## src/rtl/seg7x4_anode_to_bin14_if.sv

```systemverilog
// Display-bus bundle for the 7-segment readback converter: request, four
// segment codes, and the result/handshake returned by the converter.
interface seg7x4_anode_to_bin14_if;
    logic        start;
    logic [7:0]  disp0;
    logic [7:0]  disp1;
    logic [7:0]  disp2;
    logic [7:0]  disp3;
    logic [13:0] bin;
    logic        err;
    logic        busy;
    logic        done;

    modport master (
        output start, disp0, disp1, disp2, disp3,
        input  bin, err, busy, done
    );

    modport slave (
        input  start, disp0, disp1, disp2, disp3,
        output bin, err, busy, done
    );
endinterface

```

## src/rtl/seg7x4_anode_to_bin14.sv

```systemverilog
// Converts four common-anode 7-segment codes back to a 14-bit binary value:
// each code is decoded to BCD, then the 4-digit BCD word is turned into
// binary by 14 steps of reverse double dabble (shift right, nibble >= 8 -> -3).
module seg7x4_anode_to_bin14 #(
    parameter bit BLANK_AS_ZERO = 1'b1
) (
    input  logic                    clk,
    input  logic                    rst,
    seg7x4_anode_to_bin14_if.slave  bus
);

    typedef enum logic [1:0] {
        IDLE = 2'd0,
        CONV = 2'd1,
        DONE = 2'd2
    } state_t;

    localparam logic [3:0] LAST_STEP = 4'd13;

    state_t      state_q, state_d;
    logic [29:0] sr_q, sr_d;
    logic [3:0]  cnt_q, cnt_d;
    logic [13:0] bin_q, bin_d;
    logic        err_q, err_d;

    logic [3:0]  bcd0, bcd1, bcd2, bcd3;
    logic        ill0, ill1, ill2, ill3;
    logic        any_illegal;
    logic [29:0] sr_step;

    // Decimal point is not part of the digit value.
    logic        dp_unused;
    assign dp_unused = ^{bus.disp0[7], bus.disp1[7], bus.disp2[7], bus.disp3[7]};

    // Returns {illegal, bcd} for one active-low [6:0] segment pattern.
    function automatic logic [4:0] seg_decode(input logic [6:0] seg);
        logic [4:0] r;
        case (seg)
            7'h40:   r = {1'b0, 4'd0};
            7'h79:   r = {1'b0, 4'd1};
            7'h24:   r = {1'b0, 4'd2};
            7'h30:   r = {1'b0, 4'd3};
            7'h19:   r = {1'b0, 4'd4};
            7'h12:   r = {1'b0, 4'd5};
            7'h02:   r = {1'b0, 4'd6};
            7'h78:   r = {1'b0, 4'd7};
            7'h00:   r = {1'b0, 4'd8};
            7'h10:   r = {1'b0, 4'd9};
            7'h7F:   r = {~BLANK_AS_ZERO, 4'd0};
            default: r = {1'b1, 4'd0};
        endcase
        return r;
    endfunction

    // Decode all four digits and flag any illegal code.
    always_comb begin
        {ill0, bcd0} = seg_decode(bus.disp0[6:0]);
        {ill1, bcd1} = seg_decode(bus.disp1[6:0]);
        {ill2, bcd2} = seg_decode(bus.disp2[6:0]);
        {ill3, bcd3} = seg_decode(bus.disp3[6:0]);
        any_illegal  = ill0 | ill1 | ill2 | ill3;
    end

    // One reverse double-dabble step: shift right, then correct BCD nibbles.
    always_comb begin
        sr_step = sr_q >> 1;
        for (int unsigned i = 0; i < 4; i++) begin
            if (sr_step[14 + 4*i +: 4] >= 4'd8) begin
                sr_step[14 + 4*i +: 4] = sr_step[14 + 4*i +: 4] - 4'd3;
            end
        end
    end

    // State and datapath registers.
    always_ff @(posedge clk or posedge rst) begin
        if (rst) begin
            state_q <= IDLE;
            sr_q    <= '0;
            cnt_q   <= '0;
            bin_q   <= '0;
            err_q   <= 1'b0;
        end else begin
            state_q <= state_d;
            sr_q    <= sr_d;
            cnt_q   <= cnt_d;
            bin_q   <= bin_d;
            err_q   <= err_d;
        end
    end

    // Next-state and datapath update for IDLE -> CONV/DONE -> IDLE.
    always_comb begin
        state_d = state_q;
        sr_d    = sr_q;
        cnt_d   = cnt_q;
        bin_d   = bin_q;
        err_d   = err_q;
        case (state_q)
            IDLE: begin
                if (bus.start) begin
                    if (any_illegal) begin
                        err_d   = 1'b1;
                        bin_d   = '0;
                        state_d = DONE;
                    end else begin
                        sr_d    = {bcd3, bcd2, bcd1, bcd0, 14'd0};
                        cnt_d   = '0;
                        err_d   = 1'b0;
                        state_d = CONV;
                    end
                end
            end
            CONV: begin
                sr_d  = sr_step;
                cnt_d = cnt_q + 4'd1;
                if (cnt_q == LAST_STEP) begin
                    bin_d   = sr_step[13:0];
                    state_d = DONE;
                end
            end
            DONE: begin
                state_d = IDLE;
            end
            default: begin
                state_d = IDLE;
            end
        endcase
    end

    assign bus.bin  = bin_q;
    assign bus.err  = err_q;
    assign bus.busy = (state_q == CONV);
    assign bus.done = (state_q == DONE);

endmodule

```

## src/flat_wrapper.sv

```systemverilog
// flat-port wrapper written by rule: the top's interface ports become plain ports
module seg7x4_anode_to_bin14_flat 
#(
    parameter bit BLANK_AS_ZERO = 1'b1
)
  (clk, rst, bus_start, bus_disp0, bus_disp1, bus_disp2, bus_disp3, bus_bin, bus_err, bus_busy, bus_done);
  seg7x4_anode_to_bin14_if bus_i ();
  input  logic clk;
  input  logic rst;
  input wire logic [$bits(bus_i.start)-1:0] bus_start;
  input wire logic [$bits(bus_i.disp0)-1:0] bus_disp0;
  input wire logic [$bits(bus_i.disp1)-1:0] bus_disp1;
  input wire logic [$bits(bus_i.disp2)-1:0] bus_disp2;
  input wire logic [$bits(bus_i.disp3)-1:0] bus_disp3;
  output wire logic [$bits(bus_i.bin)-1:0] bus_bin;
  output wire logic [$bits(bus_i.err)-1:0] bus_err;
  output wire logic [$bits(bus_i.busy)-1:0] bus_busy;
  output wire logic [$bits(bus_i.done)-1:0] bus_done;
  assign bus_i.start = bus_start;
  assign bus_i.disp0 = bus_disp0;
  assign bus_i.disp1 = bus_disp1;
  assign bus_i.disp2 = bus_disp2;
  assign bus_i.disp3 = bus_disp3;
  assign bus_bin = bus_i.bin;
  assign bus_err = bus_i.err;
  assign bus_busy = bus_i.busy;
  assign bus_done = bus_i.done;
  seg7x4_anode_to_bin14 #(.BLANK_AS_ZERO(BLANK_AS_ZERO)) u_core (.clk(clk), .rst(rst), .bus(bus_i));
endmodule
```

## config.mk

```make
export PLATFORM = sky130hd
export DESIGN_NAME = seg7x4_anode_to_bin14_flat
export DESIGN_NICKNAME = d
export VERILOG_FILES = /design/src/rtl/seg7x4_anode_to_bin14_if.sv /design/src/rtl/seg7x4_anode_to_bin14.sv /design/src/flat_wrapper.sv
export SDC_FILE = /design/constraint.sdc
export NUM_CORES = 1
export LEC_CHECK = 0
export CAP_MARGIN = 0
export CORE_MARGIN = 2
export CORE_UTILIZATION = 53
export DETAILED_ROUTE_END_ITERATION = 6
export GPL_TIMING_DRIVEN = 0
export PLACE_DENSITY = 0.79
export SLEW_MARGIN = 20
export SYNTH_ARGS = -nofsm -noshare
export SYNTH_HDL_FRONTEND = slang
export SYNTH_SLANG_ARGS = --single-unit
```

## constraint.sdc

```tcl
create_clock -name clk -period 1.9 [get_ports clk]
set_input_delay 0.475 -clock clk [delete_from_list [all_inputs] [get_ports clk]]
set_output_delay 0.475 -clock clk [all_outputs]
set_load 0.03 [all_outputs]
```

==> flow_summary.rst <==
.. list-table::
   :header-rows: 1

   * - Metric
     - Value
   * - CORE AREA
     - 0.00589 mm2
   * - Clock buffers created by TritonCTS
     - 5
   * - Max Root-Sink Buffers
     - 2
   * - Cell Rows
     - 28
   * - Number of antenna violations at the first check in global routing
     - 0
   * - Area of the die
     - 0.00672 mm2
   * - Total clock sinks
     - 50
   * - Post-route core utilization
     - 76.3%
   * - Number of DRC markers after the initial detailed-route iteration
     - 247
   * - Clock tree from TritonCTS
     - done
   * - Port Buf Inserts
     - 41
   * - Post-placement worst setup slack
     - -1.13 ns
   * - Final Setup Violations
     - 41
   * - Share of the cycle needed by the critical path after routing
     - 110%
   * - Number of nets at the end of the flow
     - 498
   * - Highest-count cells in the layout ignoring fill and taps
     - sky130_fd_sc_hd__nand2_1 (68), sky130_fd_sc_hd__dfrtp_1 (49), sky130_fd_sc_hd__buf_4 (25), sky130_fd_sc_hd__clkdlybuf4s50_1 (18), sky130_fd_sc_hd__nor2_1 (17)
   * - Design Power
     - 2.16 mW
   * - Result of the run
     - complete, but fails checks
   * - Largest area contributor in the synthesized netlist
     - sky130_fd_sc_hd__dfrtp_1
   * - Smallest hold slack
     - 0.484 ns
   * - Final Instance Area
     - 0.00449 mm2
   * - Synthesized net count
     - 422
   * - Sort of element at the start of the critical path
     - input port
   * - Number of diodes
     - 0
   * - Number of global-route vias before repair
     - 3059
   * - Kind of critical path
     - input port to flop
   * - Slew at the pin closest to its max-slew limit
     - 0.644 ns
   * - Synthesized cell area
     - 0.00322 mm2
   * - RD Place Congestion
     - 0.896
   * - Layout Cells excl Fill
     - 531
   * - H-tree levels
     - 2
   * - Slack of the critical path
     - -0.198 ns
   * - Cell with the largest stage delay on the worst path
     - sky130_fd_sc_hd__or4_1
   * - Total count of hold-check failures in the final report
     - 0
   * - Hold/Removal Path Class
     - input port to async pin
   * - Maxcap violations
     - 0
   * - Max Fanout on Critical Path
     - 5
   * - Master cell of the clock root buffer
     - sky130_fd_sc_hd__clkbuf_8
   * - Unrepaired setup endpoints after global routing
     - yes
   * - HPWL reported at the end of detailed placement
     - 5.71 mm
   * - Most common library cell in the layout ignoring fill and taps
     - sky130_fd_sc_hd__nand2_1
   * - Post-Route Skew
     - 0.00986 ns
   * - Total DRC errors in the routed layout
     - 0
   * - Share of Yosys cell area claimed by the top area cell type
     - 38.8%
   * - Number of distinct library cells after synthesis
     - 68
   * - Sequential element share of the synthesized area
     - 38.8%
   * - Delay of the slowest cell on the worst path
     - 0.58 ns
   * - Overall routing resource usage
     - 27.1%
   * - Starting density of the core
     - 54.7%
   * - Maximum resistive drop on vdd
     - 0.549 mV
   * - Register clock-pin slew on the reported worst setup and hold paths
     - 0.09 ns
   * - Routed wire length
     - 8.83 mm
   * - Fmax
     - 477 MHz
   * - Data arrival time at the worst-slack endpoint
     - 2.33 ns
   * - First-pass iteration count of the detailed router
     - 5
   * - Total overflow reported by the global router
     - 0
   * - Setup slack on the worst flop-to-flop path
     - 0.03 ns
   * - Cells traversed along the worst timing path
     - buf_8 -> or3_4 -> a211oi_4 -> a221o_2 -> o311ai_4 -> or4_1 -> a31oi_1
   * - Number of enable flip-flop cells after synthesis
     - 0
   * - I/O pins
     - 52
   * - First-pass GRT wire length
     - 14.1 mm
   * - Leading post-synthesis cells by cell area
     - sky130_fd_sc_hd__dfrtp_1 (39%), sky130_fd_sc_hd__nand2_1 (8.0%), sky130_fd_sc_hd__o21ai_0 (5.9%), sky130_fd_sc_hd__ha_1 (3.1%), sky130_fd_sc_hd__nand3_1 (2.2%)
   * - Reported leakage power
     - 1.86 nW
   * - FF-to-FF End
     - u_core.sr_q[18]$_DFFE_PP0P_
   * - Wire length per cell
     - 16.6 um
   * - Critical Path RT
     - 2.13 ns
   * - Fillers
     - 415
   * - Chip height
     - 82.0 um
   * - Failing checks
     - setup timing
   * - Total Negative Setup Slacks
     - -3.19 ns
   * - Floorplan die width
     - 82.0 um
   * - Max transition margin
     - 57.1%
   * - Areal power density over the cells
     - 480 mW/mm2
   * - Final period demand of the worst path
     - 2.10 ns
   * - Synthesized instance count
     - 379
   * - Largest net degree at the start of global routing
     - 31
   * - Critical Path Sink Type
     - flop
   * - Number of max-slew violations in the final report
     - 0
   * - Total number of vias
     - 3216
   * - Cell depth of the worst flop-to-flop path
     - 5
   * - Critical register-to-register path startpoint
     - u_core.state_q[1]$_DFFE_PP0P_
   * - Mean area per synthesized cell
     - 8.50 um2
   * - Share of flip-flops with an asynchronous set or reset
     - 100%
   * - Synthesis-stage register bit count
     - 50
   * - Fraction of layout instances using a drive strength above 1
     - 30.9%
   * - Prevailing post-synth register cell
     - sky130_fd_sc_hd__dfrtp_1
   * - Synth warn
     - 0
   * - Number of vias per cell
     - 6.06
   * - Number of placed instances with taps included
     - 496
   * - Dpl cell area
     - 0.00386 mm2
   * - Worst-skew pair later-pin latency
     - 0.31 ns
   * - Count of nets left with antenna violations after detail routing
     - 0
   * - Synthesis-to-finish area growth
     - 39.4%
==> how the worst max path moves through the flow <==
stage                             from                          end  slack, ns  depth (start not counted)
final                     bus_disp1[0]  u_core.sr_q[21]$_DFFE_PP0P_      -0.20                          7
after detailed placement  bus_disp1[1]  u_core.sr_q[25]$_DFFE_PP0P_      -1.13                          8
after CTS                 bus_disp3[3]  u_core.sr_q[21]$_DFFE_PP0P_      -0.18                          7
after global placement    bus_disp1[1]  u_core.sr_q[25]$_DFFE_PP0P_      -1.15                          8
after global routing      bus_disp1[0]  u_core.sr_q[21]$_DFFE_PP0P_      -0.26                          7
after floorplan           bus_disp2[6]  u_core.sr_q[21]$_DFFE_PP0P_      -0.30                          8
==> critical path, delay by kind of cell <==
| family | cells | cell delay, ns |
|---|---|---|
| buf+inv | 1 | 0.09 |
| compound gates | 4 | 0.78 |
| simple gates | 2 | 0.97 |
==> state kept, by name, indices dropped and copies added (netlist names) <==
| name | cells |
|---|---|
| u_core.cnt_q | 4 |
| u_core.bus.bin | 14 |
| u_core.state_q | 2 |
| u_core.bus.err | 1 |
| u_core.sr_q | 29 |
==> cell usage after synthesis (3+ instances only) <==
master and number:
sky130_fd_sc_hd__ha_1 8, sky130_fd_sc_hd__dfrtp_1 50, sky130_fd_sc_hd__xnor2_1 6, sky130_fd_sc_hd__inv_1 13, sky130_fd_sc_hd__o21ai_0 38, sky130_fd_sc_hd__clkbuf_1 15
sky130_fd_sc_hd__buf_2 6, sky130_fd_sc_hd__nand2b_1 6, sky130_fd_sc_hd__xor2_1 6, sky130_fd_sc_hd__or3_1 9, sky130_fd_sc_hd__nor3_1 7, sky130_fd_sc_hd__mux2_2 5
sky130_fd_sc_hd__a31oi_1 3, sky130_fd_sc_hd__nand4_1 5, sky130_fd_sc_hd__nor2b_1 8, sky130_fd_sc_hd__nand3b_1 3, sky130_fd_sc_hd__nand2_1 69, sky130_fd_sc_hd__o221ai_1 3
sky130_fd_sc_hd__nor2_1 18, sky130_fd_sc_hd__a22o_1 3, sky130_fd_sc_hd__nor4_1 6, sky130_fd_sc_hd__nand3_1 14, sky130_fd_sc_hd__o211ai_1 3, sky130_fd_sc_hd__a21oi_1 10
sky130_fd_sc_hd__o22ai_1 8
==> repair_timing <==
action,4_1_cts,5_1_grt
resized for setup,133,42
buffers inserted,18,10
gates cloned,3,0
pin swaps,31,22
hold buffers,0,0
setup endpoints to repair,52,49
endpoints found under the hold margin,0,0
==> where the power goes <==
| part | internal [mW] | switching (mW) |
|---|---|---|
| registers | 1.07 | 0.00618 |
| clock network | 0.393 | 0.365 |
| logic | 0.148 | 0.174 |
==> cells by family (layout without fill, tap and decap cells) <==
kind of cell | Yosys count | count (layout) | synth area share [%]
fa+ha+maj | 8 | 8 | 3.11
simple gates | 163 | 163 | 25.4
mux | 7 | 7 | 2.41
compound gates | 101 | 101 | 21.9
buf+inv | 38 | 115 | 5.13
xor+xnor | 12 | 12 | 3.26
flops | 50 | 50 | 38.8
==> layout make-up <==
type                       instances  area (um2)  area share [%]
buffer                            20         179            3.98
clock buffer                       6        72.6            1.62
clock inverter                     2        37.5           0.836
inverter                          14        55.1            1.23
multi-input combinational        291        2100            46.7
sequential                        50        1250            27.9
tap                               75        93.8            2.09
timing repair buffer              73         702            15.6
==> layer usage <==
metal	vias up	wire [um]	global-route usage, %	share of wire, %
met2	127	4490	48.9	51
met5	-	0	0	0
met4	0	191	9.50	2.2
li1	1523	-	-	-
met3	15	459	3.30	5.2
met1	1551	3690	33.1	42
Note: power is estimated with default switching activity, not from simulation.
